--- src/rtl/accel_pkg.sv ---
// Shared constants for the accelerometer tilt path: sample width,
// tilt encodings and the filter sequencing states.
package accel_pkg;

  localparam int AXIS_W = 16;

  localparam logic [1:0] TILT_NONE  = 2'b00;
  localparam logic [1:0] TILT_LEFT  = 2'b01;
  localparam logic [1:0] TILT_RIGHT = 2'b10;

  typedef enum logic [1:0] {
    IDLE    = 2'd0,
    CAPTURE = 2'd1,
    UPDATE  = 2'd2
  } state_t;

endpackage

--- src/rtl/sample_ring.sv ---
// Circular history of the last 2**DEPTH_LOG2 samples. The entry at the
// write pointer is the oldest one, i.e. the one about to be overwritten.
module sample_ring
  import accel_pkg::*;
#(
  parameter int DEPTH_LOG2 = 3
) (
  input  logic              clk,
  input  logic              rst_n,
  input  logic              i_wr_en,
  input  logic [AXIS_W-1:0] i_wr_data,
  output logic [AXIS_W-1:0] o_oldest
);

  localparam int DEPTH = 1 << DEPTH_LOG2;

  logic [DEPTH-1:0][AXIS_W-1:0] r_ring;
  logic [DEPTH_LOG2-1:0]        r_wr_ptr;

  // Overwrite the oldest entry and advance; pointer wraps by its width.
  always_ff @(posedge clk or negedge rst_n) begin
    if (!rst_n) begin
      r_ring   <= '0;
      r_wr_ptr <= '0;
    end else if (i_wr_en) begin
      r_ring[r_wr_ptr] <= i_wr_data;
      r_wr_ptr         <= r_wr_ptr + 1'b1;
    end
  end

  assign o_oldest = r_ring[r_wr_ptr];

endmodule

--- src/rtl/accel_tilt_filter.sv ---
// Moving-average filter over accelerometer samples followed by a
// hysteretic left/none/right tilt classifier.
module accel_tilt_filter
  import accel_pkg::*;
#(
  parameter int AVG_LOG2 = 3,
  parameter int TILT_ON  = 16,
  parameter int TILT_OFF = 8
) (
  input  logic              clk,
  input  logic              reset,
  input  logic [AXIS_W-1:0] axis_value,
  input  logic              sample_done,
  output logic [AXIS_W-1:0] filt_value,
  output logic              filt_valid,
  output logic [1:0]        tilt,
  output logic              tilt_change,
  output logic              primed
);

  localparam int SUM_W = AXIS_W + AVG_LOG2;
  localparam logic [AVG_LOG2:0] FILL_FULL = {1'b1, {AVG_LOG2{1'b0}}};

  localparam logic signed [AXIS_W-1:0] P_ON     = AXIS_W'(TILT_ON);
  localparam logic signed [AXIS_W-1:0] P_ON_N   = AXIS_W'(-TILT_ON);
  localparam logic signed [AXIS_W-1:0] P_OFF    = AXIS_W'(TILT_OFF);
  localparam logic signed [AXIS_W-1:0] P_OFF_N  = AXIS_W'(-TILT_OFF);

  state_t r_state, w_state_next;

  logic                     r_sample_done_q;
  logic [AXIS_W-1:0]        r_sample;
  logic signed [SUM_W-1:0]  r_sum;
  logic [AVG_LOG2:0]        r_fill_cnt;
  logic [AXIS_W-1:0]        r_filt_value;
  logic                     r_filt_valid;
  logic [1:0]               r_tilt;
  logic                     r_tilt_change;
  logic                     r_primed;

  logic                     w_rise;
  logic                     w_latch;
  logic                     w_capture;
  logic                     w_update;
  logic [AXIS_W-1:0]        w_oldest;
  logic signed [SUM_W-1:0]  w_sample_ext;
  logic signed [SUM_W-1:0]  w_oldest_ext;
  logic signed [AXIS_W-1:0] w_avg;
  logic [1:0]               w_tilt_next;

  assign w_rise = sample_done & ~r_sample_done_q;

  // Delayed copy of the strobe for rising-edge detection.
  always_ff @(posedge clk or negedge reset) begin
    if (!reset) r_sample_done_q <= 1'b0;
    else        r_sample_done_q <= sample_done;
  end

  // FSM state register.
  always_ff @(posedge clk or negedge reset) begin
    if (!reset) r_state <= IDLE;
    else        r_state <= w_state_next;
  end

  // Next state: edges arriving outside IDLE are dropped, not queued.
  always_comb begin
    w_state_next = r_state;
    case (r_state)
      IDLE:    if (w_rise) w_state_next = CAPTURE;
      CAPTURE: w_state_next = UPDATE;
      UPDATE:  w_state_next = IDLE;
      default: w_state_next = IDLE;
    endcase
  end

  // FSM outputs: one enable per datapath phase.
  always_comb begin
    w_latch   = 1'b0;
    w_capture = 1'b0;
    w_update  = 1'b0;
    case (r_state)
      IDLE:    w_latch   = w_rise;
      CAPTURE: w_capture = 1'b1;
      UPDATE:  w_update  = 1'b1;
      default: ;
    endcase
  end

  sample_ring #(
    .DEPTH_LOG2(AVG_LOG2)
  ) u_ring (
    .clk      (clk),
    .rst_n    (reset),
    .i_wr_en  (w_capture),
    .i_wr_data(r_sample),
    .o_oldest (w_oldest)
  );

  assign w_sample_ext = {{AVG_LOG2{r_sample[AXIS_W-1]}}, r_sample};
  assign w_oldest_ext = {{AVG_LOG2{w_oldest[AXIS_W-1]}}, w_oldest};

  // Dropping the low AVG_LOG2 bits of a two's complement sum is the
  // arithmetic shift (floor toward -inf); the remaining width always fits.
  assign w_avg = r_sum[SUM_W-1:AVG_LOG2];

  // Hold the sample stable while the running sum is updated.
  always_ff @(posedge clk or negedge reset) begin
    if (!reset)       r_sample <= '0;
    else if (w_latch) r_sample <= axis_value;
  end

  // Running window sum: add the newcomer, retire the oldest entry.
  always_ff @(posedge clk or negedge reset) begin
    if (!reset) begin
      r_sum      <= '0;
      r_fill_cnt <= '0;
    end else if (w_capture) begin
      r_sum <= r_sum + w_sample_ext - w_oldest_ext;
      if (r_fill_cnt != FILL_FULL) r_fill_cnt <= r_fill_cnt + 1'b1;
    end
  end

  // Tilt hysteresis: a full reversal wins over a release.
  always_comb begin
    w_tilt_next = r_tilt;
    case (r_tilt)
      TILT_RIGHT: begin
        if (w_avg <= P_ON_N)     w_tilt_next = TILT_LEFT;
        else if (w_avg < P_OFF)  w_tilt_next = TILT_NONE;
      end
      TILT_LEFT: begin
        if (w_avg >= P_ON)        w_tilt_next = TILT_RIGHT;
        else if (w_avg > P_OFF_N) w_tilt_next = TILT_NONE;
      end
      default: begin
        if (w_avg >= P_ON)        w_tilt_next = TILT_RIGHT;
        else if (w_avg <= P_ON_N) w_tilt_next = TILT_LEFT;
        else                      w_tilt_next = TILT_NONE;
      end
    endcase
  end

  // Publish the average; classify and pulse only once the window is full.
  always_ff @(posedge clk or negedge reset) begin
    if (!reset) begin
      r_filt_value  <= '0;
      r_filt_valid  <= 1'b0;
      r_tilt        <= TILT_NONE;
      r_tilt_change <= 1'b0;
      r_primed      <= 1'b0;
    end else begin
      r_filt_valid  <= 1'b0;
      r_tilt_change <= 1'b0;
      if (w_update) begin
        r_filt_value <= w_avg;
        if (r_fill_cnt == FILL_FULL) begin
          r_primed      <= 1'b1;
          r_filt_valid  <= 1'b1;
          r_tilt        <= w_tilt_next;
          r_tilt_change <= (w_tilt_next != r_tilt);
        end
      end
    end
  end

  assign filt_value  = r_filt_value;
  assign filt_valid  = r_filt_valid;
  assign tilt        = r_tilt;
  assign tilt_change = r_tilt_change;
  assign primed      = r_primed;

endmodule

--- config.mk ---
export PLATFORM = sky130hd
export DESIGN_NAME = accel_tilt_filter
export DESIGN_NICKNAME = d
export VERILOG_FILES = /design/src/rtl/accel_pkg.sv /design/src/rtl/sample_ring.sv /design/src/rtl/accel_tilt_filter.sv
export SDC_FILE = /design/constraint.sdc
export NUM_CORES = 1
export LEC_CHECK = 0
export BUFFER_PORTS_ARGS = -buffer_cell sky130_fd_sc_hd__buf_2
export CAP_MARGIN = 20
export CORE_MARGIN = 2
export CORE_UTILIZATION = 65
export CTS_CLUSTER_SIZE = 16
export DETAILED_ROUTE_END_ITERATION = 12
export HOLD_SLACK_MARGIN = 0.12
export PLACE_DENSITY = 0.83
export SETUP_SLACK_MARGIN = 0.5
export SYNTH_ARGS = -nofsm -noshare
export SYNTH_HDL_FRONTEND = slang
export SYNTH_SLANG_ARGS = --single-unit
--- constraint.sdc ---
create_clock -name clk -period 10.1 [get_ports clk]
set_clock_uncertainty 0.2 [all_clocks]
set_input_delay 1.515 -clock clk [delete_from_list [all_inputs] [get_ports clk]]
set_output_delay 1.515 -clock clk [all_outputs]
set_load 0.01 [all_outputs]
* Yosys cells after proc, flatten, opt, wreduce, memory -nomap -nowiden
Cells that the tools add are included.
Word-level totals: register bits 194, output and inout bits 21
Operators by class: add/sub/neg operators 4, magnitude comparators 6, eq/ne operators 8, mux-type cells 21, bitwise logic cells 2, reductions and logical operators 4
Operators with widths (number):
- $bwmux 128 | 1
- $bmux 16 s3 | 1
- $demux 16 s3 | 1
- $mux 16 | 2
- $add 19x16->19 | 1
- $sub 19x16->19 | 1
- $ge 16x6->1 const B | 1
- $gt 16x4->1 const B | 1
- $le 16x5->1 const B | 1
- $lt 16x5->1 const B | 1
- $mux 2 | 6
- $mux 1 | 8
- $pmux 2 s2 | 2
- $add 4x1->4 const B | 1
- $eq 2x1->1 const B | 2
- $eq 2x2->1 const B | 2
- $eq 4x4->1 const B | 1
- $lt 3x4->1 const B | 1
- $ne 4x4->1 const B | 1
- $reduce_and 2->1 | 2
- $add 3x1->3 const B | 1
- $ge 3x1->1 const B | 1
- $logic_not 2->1 | 1
- $ne 2x2->1 | 1
- other kinds (4) | 4

* Logic depth before layout (Yosys ltp)
Gate-level depths: netlist (run 1).
depth after elaboration 7, gate-level depth with buffers 14, gate-level depth less buffers 12

* Hierarchy
Synthesis (run 1) repeated with hierarchy kept, for this count alone.
Unflattened totals: cell total of the unflattened synthesis 794, area total of the unflattened synthesis 10231.1 um2
By module, submodules not included:
- sample_ring | instances 1, cells an instance 343, area an instance 6212.2 um2, seq. area each 3278.1 um2
- accel_tilt_filter | instances 1, cells an instance 451, area an instance 4018.9 um2, seq. area each 1576.5 um2

* Worst setup path before layout (run 1)
No wires, ideal clock.
path type reg-to-reg, from reg u_ring.r_wr_ptr[0], to reg r_sum[10], library setup time 95 ps, arrival time 3785 ps, data required time 9805 ps, setup slack 6019 ps, stages on the path, launching flop included 14, period minus slack after synthesis 4081 ps, cell sequence dfrtp_1 > buf_2 > buf_2 > mux4_2 > mux2_2 > fa_1 > inv_1 > fa_1 > a211oi_1 > o211ai_1 > and3_1 > o21a_1 > o21a_1 > o31ai_1
On the way: cells in the longest elaborated chain, start to end 3
Ends and longest elaborated chain:
- start, declared | line sample_ring.sv:18 | logic [DEPTH_LOG2-1:0] r_wr_ptr;
- start signal, assigned | line sample_ring.sv:27 | r_wr_ptr <= r_wr_ptr + 1'b1;
- $bmux 16 s3 | line sample_ring.sv:31 | assign o_oldest = r_ring[r_wr_ptr];
- $mux 16 (not written as such) | line sample_ring.sv:31
- $sub 19x16->19 | line accel_tilt_filter.sv:118 | r_sum <= r_sum + w_sample_ext - w_oldest_ext;
- end signal, assigned | line accel_tilt_filter.sv:118
- end, declared | line accel_tilt_filter.sv:33 | logic signed [SUM_W-1:0] r_sum;
Every way passes these cells. The select of a mux whose other input is x is not followed. A chain may end at the register's enable or synchronous reset.

* Worst setup path in the final report (run 1)
Ends and elaborated chain as after synthesis.

==> reports/metrics.csv, run 1 <==
stage,metric,value,unit
run_status,outcome,finished clean,
sta,slew_violations,0,
logic_synthesis,avgSynthCellArea,11.52,µm²
route,drcViolationCount,0,
clock_network,clk_pin_slew,70,ps
sta,tns,0,ps
logic_synthesis,ys_types,49,
sta,rsz0062_at_grt,no,
placed_design,globalplace.congestion,0.8757,
global_route,grt_pass1_wl,35380,µm
critical_path,worstSetupStartpointType,flop,
floorplan,rows,44,
global_route,gr-total-overflow,0,
worst_hold_path,min_from,primed$_DFFE_PN0P_,
placed_design,pre_cts_ws,5589,ps
clock_network,post-cts-setup-buffer-count,0,
critical_path,crit_path_end_kind,flop,
sta,finalSetupViolations,0,
clock_network,clockBufferDepth,2,
critical_path,worst-r2r-cell-count,12,
sta,fmax,222.3,MHz
logic_synthesis,async_flop_share,100.0,%
clock_network,clk_latency,440,ps
job,cap_violations,0,
final_layout,nets,935,
critical_path,cp.required,10240,ps
logic_synthesis,mappedNetlistArea,9681,µm²
logic_synthesis,syn_inst,840,
worst_hold_path,hold_depth,1,
placed_design,hpwl,13620,µm
route,drtIter0Drc,487,
critical_path,r2r_setup_slack,5600,ps
clock_network,htree_levels,4,
clock_network,cts-root-buf,clkbuf_16,
sta,period_share,44.53,%
floorplan,fp.dieH,126.0,µm
critical_path,r2r-start,u_ring.r_wr_ptr[0]$_DFFE_PN0P_,
placed_design,port_buffers,39,
clock_network,cts_resized,0,
final_layout,drive_gt1_share,25.17,%
worst_hold_path,holdPathEnd,primed$_DFFE_PN0P_,
final_layout,layout_common_cells,"dfrtp_1 (193), nand2_1 (114), o21ai_0 (99)",
floorplan,coreArea,14530,µm²
route,dr.pass1.iters,5,
critical_path,r2r-end,r_sum[10]$_DFFE_PN0P_,
global_route,grt_max_degree,116,
final_layout,diodes,0,
critical_path,path_class,reg -> reg,
route,routed-via-count,6696,
logic_synthesis,ys_seq_area_share,50.15,%
clock_network,cts_buffers,17,
floorplan,ios,40,
clock_network,postCtsHoldBufs,0,
logic_synthesis,synth_edf_count,0,
sta,setup_ws,5602,ps
logic_synthesis,synth_ff_type,dfrtp_1,
floorplan,start_util,66.61,%
final_layout,syn2layout_area_growth,11.27,%
sta,max_slew.worst_pin.slew,1056,ps
route,detail-route-antenna-nets,0,
final_layout,fillers,940,
logic_synthesis,ys_ff_latch,194,
clock_network,cts_sinks,194,
critical_path,arrival,4640,ps
sta,period_needed,4498,ps
clock_network,cts_tree,done,
logic_synthesis,syn-num-nets,902,
floorplan,die_area,15880,µm²
route,wl,21400,µm
critical_path,cp_max_fo,33,
sta,finalHoldViolations,0,
logic_synthesis,ys.warnings.count,0,
route,avgViaCountPerCell,6.258,
route,wire_per_inst,20.00,µm
sta,slew_headroom,29.54,%
floorplan,die_x,126.0,µm
global_route,track_usage,28.64,%
worst_hold_path,hold_path.class,reg -> reg,
final_layout,layout_commonest_cell,dfrtp_1,
global_route,grt_antenna_before_repair,0,
global_route,grt_pass1_vias,6863,
-- worst max path at each step --
stage / end / cells after the start / startpoint
after detailed placement: r_sum[10]$_DFFE_PN0P_ / 12 / u_ring.r_wr_ptr[0]$_DFFE_PN0P_
final: r_sum[10]$_DFFE_PN0P_ / 12 / u_ring.r_wr_ptr[0]$_DFFE_PN0P_
after floorplan: r_sum[10]$_DFFE_PN0P_ / 13 / u_ring.r_wr_ptr[0]$_DFFE_PN0P_
after global placement: r_sum[10]$_DFFE_PN0P_ / 12 / u_ring.r_wr_ptr[0]$_DFFE_PN0P_
after CTS: r_sum[10]$_DFFE_PN0P_ / 12 / u_ring.r_wr_ptr[0]$_DFFE_PN0P_
after global routing: r_sum[18]$_DFFE_PN0P_ / 13 / u_ring.r_wr_ptr[0]$_DFFE_PN0P_
-- flip-flops by register name (all words and copies together) (netlist names) --
name,flops
u_ring.r_wr_ptr,3
filt_valid,1
primed,1
r_sample,16
r_fill_cnt,4
r_sample_done_q,1
r_sum,19
u_ring.r_ring,128
r_state,2
tilt_change,1
filt_value,16
tilt,2
-- layout make-up --
| cell class | count | area, µm² | share of cell area [%] |
|---|---|---|---|
| tap | 184 | 230.2 | 2.137 |
| inverter | 75 | 281.5 | 2.614 |
| multi-input combinational | 531 | 4395 | 40.81 |
| clock inverter | 12 | 177.7 | 1.649 |
| sequential | 194 | 4856 | 45.08 |
| timing repair buffer | 54 | 364.1 | 3.380 |
| clock buffer | 20 | 466.7 | 4.333 |
-- synth_stat cells (7+ instances only) --
master    instances  share of area [%]
xor2_1            7               0.63
inv_1            75                2.9
a21o_1            8               0.62
nor3_1            7               0.36
o211ai_1          7               0.54
ha_1             25                3.2
xnor2_1           8               0.72
a21oi_1          19               0.98
o21ai_0          99                5.1
buf_2            13               0.67
mux4_2           32                7.4
nand2_1         114                4.4
dfrtp_1         194                 50
nand4_1           8               0.52
mux2_2           96                 11
nor2_1           16               0.62
clkbuf_1         23               0.89
nand3_1          12               0.62
fa_1             18                3.7
-- logic make-up after synthesis --
group / after synthesis / share of synthesized area, %
simple gates: 183 / 8.492
xor+xnor: 15 / 1.357
fa+ha+maj: 43 / 6.954
compound gates: 158 / 9.319
flops: 194 / 50.15
buf+inv: 115 / 4.705
mux: 132 / 19.03
-- layer usage --
| metal | global-route usage, % | vias up | wire (µm) |
|---|---|---|---|
| met1 | 39.77 | 3393 | 9028 |
| li1 | - | 2991 | - |
| met5 | 0 | - | 0 |
| met4 | 10.99 | 0 | 473 |
| met3 | 5.650 | 45 | 1369 |
| met2 | 45.54 | 267 | 10530 |
-- metrics by stage --
stage	std cells	area [µm²]	hold WS [ps]	util (%)
after floorplan	840	9681	244.6	-
after global placement	1035	10060	249.3	69.20
after detailed placement	1035	10060	256.9	69.20
after CTS	1067	10700	274.3	73.63
after global routing	1070	10770	289.7	74.11
final	1070	10770	266.4	74.11
-- worst max-delay path: stages, from the launching register on --
cell      delay, ps
dfrtp_2         440
buf_4           560
mux4_2          580
mux2_2          280
fa_1            480
inv_1            70
fa_1            480
a211oi_1        310
o211ai_1        180
and3_1          250
o21a_1          190
o21a_1          160
o31ai_1         210
Power of run 1 is left out: the tool's default activity adds up to more than one toggle a clock period on the data nets, which glitch-free logic cannot reach.
==> inputs of run 2 (changes only) <==
--- a/config.mk
+++ b/config.mk
@@ -5,14 +5,15 @@
 export SDC_FILE = /design/constraint.sdc
 export NUM_CORES = 1
 export LEC_CHECK = 0
+export ABC_AREA = 1
 export BUFFER_PORTS_ARGS = -buffer_cell sky130_fd_sc_hd__buf_2
 export CAP_MARGIN = 20
 export CORE_MARGIN = 2
-export CORE_UTILIZATION = 65
+export CORE_UTILIZATION = 56
 export CTS_CLUSTER_SIZE = 16
 export DETAILED_ROUTE_END_ITERATION = 12
 export HOLD_SLACK_MARGIN = 0.12
-export PLACE_DENSITY = 0.83
+export PLACE_DENSITY = 0.76
 export SETUP_SLACK_MARGIN = 0.5
 export SYNTH_ARGS = -nofsm -noshare
 export SYNTH_HDL_FRONTEND = slang
==> constraint.sdc (replaced) <==
create_clock -name clk -period 3.6 [get_ports clk]
set_clock_uncertainty 0.2 [all_clocks]
set_input_delay 0.54 -clock clk [delete_from_list [all_inputs] [get_ports clk]]
set_output_delay 0.54 -clock clk [all_outputs]
set_load 0.01 [all_outputs]
==> reports/metrics.csv, run 2 <==
stage,metric,value,unit
global_route,grt_pass1_vias,8327,
floorplan,start_util,57.38,%
logic_synthesis,ys.warnings.count,0,
final_layout,multiInputGateArea,4775,µm²
sta,slew_headroom,37.58,%
final_layout,drive_gt1_share,19.51,%
final_layout,fillers,1339,
placed_design,hpwl,17440,µm
logic_synthesis,synth_area_leaders,"dfrtp_1 (49%), o21ai_0 (11%), nand2_1 (9.4%), inv_1 (5.4%), fa_1 (3.6%)",
clock_network,cts-root-buf,clkbuf_16,
placed_design,placed_cells,1425,
critical_path,cp.required,3730,ps
global_route,grt_max_degree,86,
final_layout,reg_top3,"u_ring.r_ring x128, r_sum x19",
logic_synthesis,async_flop_share,100.0,%
route,routed-via-count,8413,
critical_path,crit_path_end_kind,flop,
route,wl,26170,µm
run_status,outcome,finished clean,
sta,tns,0,ps
route,drtIter0Drc,837,
placed_design,port_buffers,39,
clock_network,clockBufferDepth,2,
route,avgViaCountPerCell,5.643,
route,dr.pass1.iters,6,
critical_path,path_class,reg -> reg,
final_layout,layout_common_cells,"nand2_1 (237), o21ai_0 (193), dfrtp_1 (191)",
critical_path,worstSetupStartpointType,flop,
final_layout,syn2layout_area_growth,21.34,%
job,cap_violations,0,
final_layout,nets,1315,
logic_synthesis,synth_edf_count,0,
logic_synthesis,yosysTopAreaCellShare,48.92,%
sta,max_slew.worst_pin.slew,929.3,ps
sta,period_share,95.35,%
clock_network,cts_sinks,194,
logic_synthesis,ys_ff_latch,194,
floorplan,fp.dieH,137.1,µm
final_layout,seq_area,4858,µm²
sta,fmax,291.3,MHz
floorplan,die_area,18800,µm²
floorplan,ios,40,
sta,finalHoldViolations,0,
final_layout,diodes,0,
sta,rsz0062_at_grt,yes,
critical_path,arrival,3570,ps
global_route,grt_antenna_before_repair,0,
critical_path,cp_max_fo,6,
clock_network,clk_pin_slew,70,ps
logic_synthesis,synth.top_cells.by_count,"nand2_1 (248), o21ai_0 (216), dfrtp_1 (194), inv_1 (142), nor2_1 (70)",
sta,slew_violations,0,
route,drcViolationCount,0,
global_route,gr-total-overflow,0,
logic_synthesis,yosysMostFrequentCell,nand2_1,
logic_synthesis,synth_top_cell_by_area,dfrtp_1,
logic_synthesis,avgSynthCellArea,8.475,µm²
final_layout,instances_no_fill,1491,
sta,period_needed,3433,ps
final_layout,regMostFlops,u_ring.r_ring,
sta,finalSetupViolations,0,
global_route,grt_pass1_wl,42350,µm
final_layout,layout_commonest_cell,nand2_1,
route,wire_per_inst,17.55,µm
placed_design,globalplace.congestion,0.9728,
logic_synthesis,synth_ff_type,dfrtp_1,
logic_synthesis,syn_inst,1171,
logic_synthesis,ys_seq_area_share,48.92,%
clock_network,cts_buffers,17,
worst_hold_path,hold_path.class,in -> reg,
logic_synthesis,ys_types,43,
floorplan,die_x,137.1,µm
logic_synthesis,syn-num-nets,1233,
final_layout,largest_reg_flops,128,
floorplan,rows,48,
floorplan,coreArea,17300,µm²
logic_synthesis,mappedNetlistArea,9925,µm²
clock_network,clk_latency,450,ps
global_route,track_usage,29.54,%
clock_network,cts_tree,done,
clock_network,htree_levels,4,
route,detail-route-antenna-nets,0,
-- run 2: cell types whose count changed after synthesis, sizes merged, moves of 7 or more --
cell     change
o2111ai     +10
mux2        -96
or2          +7
o211ai       +8
buf         +12
nand2      +139
o21ai      +122
mux4        -32
nand3       +22
inv         +73
a21oi       +47
nor2        +63
-- run 2: path summary, 6_finish.rpt --
check / to / slack (ps) / cells after the start / start
max: r_sum[16]$_DFFE_PN0P_ / 170 / 18 / u_ring.r_wr_ptr[2]$_DFFE_PN0P_
min reg2reg: primed$_DFFE_PN0P_ / 270 / 1 / primed$_DFFE_PN0P_
min in group asynchronous: u_ring.r_ring[50]$_DFFE_PN0P_ / 390 / 2 / reset
max reg2reg: r_sum[16]$_DFFE_PN0P_ / 170 / 18 / u_ring.r_wr_ptr[2]$_DFFE_PN0P_
min: r_sample[7]$_DFFE_PN0P_ / 120 / 3 / axis_value[7]
max in group asynchronous: u_ring.r_ring[122]$_DFFE_PN0P_ / 1990 / 3 / reset
-- run 2: cell families (layout without fill, tap and decap cells) --
family | Yosys count | count (layout) | synth area share, %
AO/OA/AOI/OAI | 331 | 331 | 18.56
AND/OR/NAND/NOR | 389 | 389 | 16.44
adder cells (fa/ha/maj) | 43 | 43 | 6.783
flip-flops | 194 | 194 | 48.92
XOR/XNOR | 13 | 13 | 1.147
buffers and inverters | 201 | 296 | 8.157
-- run 2: cell type report --
| class | instances | area share [%] |
|---|---|---|
| tap | 225 | 2.338 |
| clock inverter | 13 | 1.361 |
| multi-input combinational | 776 | 39.65 |
| inverter | 150 | 4.758 |
| timing repair buffer | 114 | 7.875 |
| sequential | 194 | 40.34 |
| clock buffer | 19 | 3.678 |
-- run 2: metrics by stage --
step	hold slack [ps]	util (%)	area, µm²	setup slack [ps]
3_5_place_dp	248.3	61.92	10710	22.15
2_1_floorplan	44.41	-	10080	476.4
6_report	122.3	69.63	12040	167.5
3_3_place_gp	249.5	61.92	10710	126.7
5_1_grt	127.7	69.63	12040	43.96
4_1_cts	120.2	68.58	11860	273.8
-- run 2: layer usage --
metal | global-route usage (%) | share of wire [%] | vias to the layer above
met3 | 6.259 | 5.0 | 60
met1 | 38.66 | 43 | 4128
li1 | - | - | 3981
met4 | 11.11 | 2.5 | 0
met5 | 0 | 0 | -
met2 | 48.51 | 49 | 244
-- run 2: timing repair --
action	in CTS	in global routing
hold buffers	13	0
pin swaps	44	20
endpoints found under the setup margin	15	16
resized for setup	75	41
setup buffers	16	4
endpoints found under the hold margin	56	0
-- run 2: worst max-delay path, stage by stage (launching register included) --
cell and delay, ps:
dfrtp_2 470, nand2_4 110, clkinvlp_4 160, buf_6 160, buf_6 120, o21ai_4 70, o2111ai_4 170, fa_1 570
inv_2 50, ha_4 310, nand3_2 70, nand2_2 100, a21oi_4 90, o21ai_4 230, nand3_2 150, nand2_1 100
nand2_1 60, nand3_2 70, nand2_1 50
Power of run 2 is left out for the same reason.
==> inputs of run 3 (changes only) <==
--- a/config.mk
+++ b/config.mk
@@ -8,12 +8,14 @@
 export ABC_AREA = 1
 export BUFFER_PORTS_ARGS = -buffer_cell sky130_fd_sc_hd__buf_2
 export CAP_MARGIN = 20
+export CORE_ASPECT_RATIO = 0.75
 export CORE_MARGIN = 2
-export CORE_UTILIZATION = 56
+export CORE_UTILIZATION = 50
+export CTS_BUF_LIST = sky130_fd_sc_hd__clkbuf_2 sky130_fd_sc_hd__clkbuf_4 sky130_fd_sc_hd__clkbuf_8
 export CTS_CLUSTER_SIZE = 16
 export DETAILED_ROUTE_END_ITERATION = 12
 export HOLD_SLACK_MARGIN = 0.12
-export PLACE_DENSITY = 0.76
+export PLACE_DENSITY = 0.69
 export SETUP_SLACK_MARGIN = 0.5
 export SYNTH_ARGS = -nofsm -noshare
 export SYNTH_HDL_FRONTEND = slang
==> reports/metrics.csv, run 3 (same netlist as run 2, synthesis figures left out) <==
stage,metric,value,unit
sta,slew_headroom,45.55,%
final_layout,drive_gt1_share,19.19,%
clock_network,cts-root-buf,clkbuf_8,
final_layout,diodes,0,
clock_network,clockBufferDepth,2,
clock_network,cts_buffers,17,
final_layout,layout_commonest_cell,nand2_1,
route,drtIter0Drc,805,
global_route,grt_max_degree,83,
global_route,grt_antenna_before_repair,0,
route,routed-via-count,8214,
route,drcViolationCount,0,
job,cap_violations,0,
final_layout,seq_area,4858,µm²
final_layout,syn2layout_area_growth,20.10,%
final_layout,largest_reg_flops,128,
final_layout,regMostFlops,u_ring.r_ring,
sta,slew_violations,0,
sta,fmax,286.6,MHz
sta,tns,0,ps
floorplan,rows,44,
route,detail-route-antenna-nets,0,
route,dr.pass1.iters,5,
clock_network,cts_sinks,194,
final_layout,nets,1327,
floorplan,die_x,166.7,µm
global_route,grt_pass1_wl,42630,µm
final_layout,reg_top3,"u_ring.r_ring x128, r_sum x19",
final_layout,multiInputGateArea,4686,µm²
final_layout,layout_common_cells,"nand2_1 (242), o21ai_0 (192), dfrtp_1 (191)",
final_layout,fillers,1668,
worst_hold_path,hold_path.class,reg -> reg,
global_route,gr-total-overflow,0,
clock_network,htree_levels,4,
final_layout,instances_no_fill,1530,
sta,period_needed,3489,ps
sta,finalSetupViolations,0,
run_status,outcome,finished clean,
clock_network,clk_pin_slew,100,ps
final_layout,final_core_util,61.33,%
clock_network,cts_tree,done,
critical_path,crit_path_end_kind,flop,
sta,rsz0062_at_grt,yes,
route,wl,26170,µm
floorplan,coreArea,19430,µm²
critical_path,worstSetupStartpointType,flop,
floorplan,fp.dieH,126.0,µm
critical_path,path_class,reg -> reg,
placed_design,globalplace.congestion,0.9118,
floorplan,ios,40,
sta,finalHoldViolations,0,
floorplan,start_util,51.07,%
critical_path,arrival,3640,ps
floorplan,die_area,21000,µm²
placed_design,hpwl,17840,µm
route,avgViaCountPerCell,5.369,
global_route,track_usage,25.81,%
clock_network,clk_latency,480,ps
sta,max_slew.worst_pin.slew,814.8,ps
critical_path,cp_max_fo,7,
critical_path,cp.required,3750,ps
global_route,grt_pass1_vias,8042,
sta,period_share,96.91,%
placed_design,placed_cells,1459,
route,wire_per_inst,17.11,µm
placed_design,port_buffers,39,
-- run 3: changes by cell type in the layout (fill, tap and decap cells not counted), sizes merged --
cell,change
clkinvlp,+2
dlygate4sd3,+5
buf,+7
inv,-3
-- run 3: final timing paths --
path	start	end	slack (ps)	cells past startpoint
max in group asynchronous	reset	u_ring.r_ring[119]$_DFFE_PN0P_	1910	3
min in group asynchronous	reset	u_ring.r_ring[17]$_DFFE_PN0P_	470	2
worst max register to register	u_ring.r_wr_ptr[2]$_DFFE_PN0P_	r_sum[6]$_DFFE_PN0P_	110	15
worst min register to register	primed$_DFFE_PN0P_	primed$_DFFE_PN0P_	280	1
worst min-delay path	primed$_DFFE_PN0P_	primed$_DFFE_PN0P_	280	1
worst max-delay path	u_ring.r_wr_ptr[2]$_DFFE_PN0P_	r_sum[6]$_DFFE_PN0P_	110	15
-- run 3: timing repair --
action,in CTS,in global routing
pin swaps,33,24
hold buffers,18,0
resized for setup,66,34
endpoints found under the hold margin,97,0
setup buffers,10,10
setup endpoints to repair,16,16
-- run 3: critical path, cell delays in order (launching register included) --
cell,delay (ps)
dfrtp_2,480
nand2_2,130
clkinvlp_4,220
buf_6,190
o21ai_2,60
o2111ai_2,170
fa_1,580
inv_2,50
ha_4,260
a21oi_4,180
nand2_4,90
a21oi_4,260
buf_4,160
buf_6,80
xor2_1,150
o21ai_0,100
-- run 3: metrics by stage --
stage,setup slack (ps),cell area (µm²),hold slack (ps)
floorplan,476.4,10080,44.41
global placement,-36.74,10780,252.9
detailed placement,-10.49,10780,257.4
CTS,263.5,11710,280.5
global route,-4.780,11920,305.0
finish,111.3,11920,276.6
-- run 3: per-layer routing --
layer	wire length [µm]	global-route usage, %	part of all wire (%)	vias to the layer above
met2	11490	38.62	44	236
met5	0	0	0	-
met3	1599	6.317	6.1	16
li1	-	-	-	4006
met1	12890	38.56	49	3956
met4	193	5.223	0.74	0
-- run 3: final cells by class --
| cell class | count | area share, % |
|---|---|---|
| Clock buffer | 19 | 2.194 |
| Clock inverter | 12 | 1.228 |
| Inverter | 150 | 4.829 |
| Multi-Input combinational cell | 776 | 39.31 |
| Sequential cell | 194 | 40.76 |
| Tap cell | 253 | 2.656 |
| Timing Repair Buffer | 126 | 9.017 |
Power of run 3 is left out for the same reason.
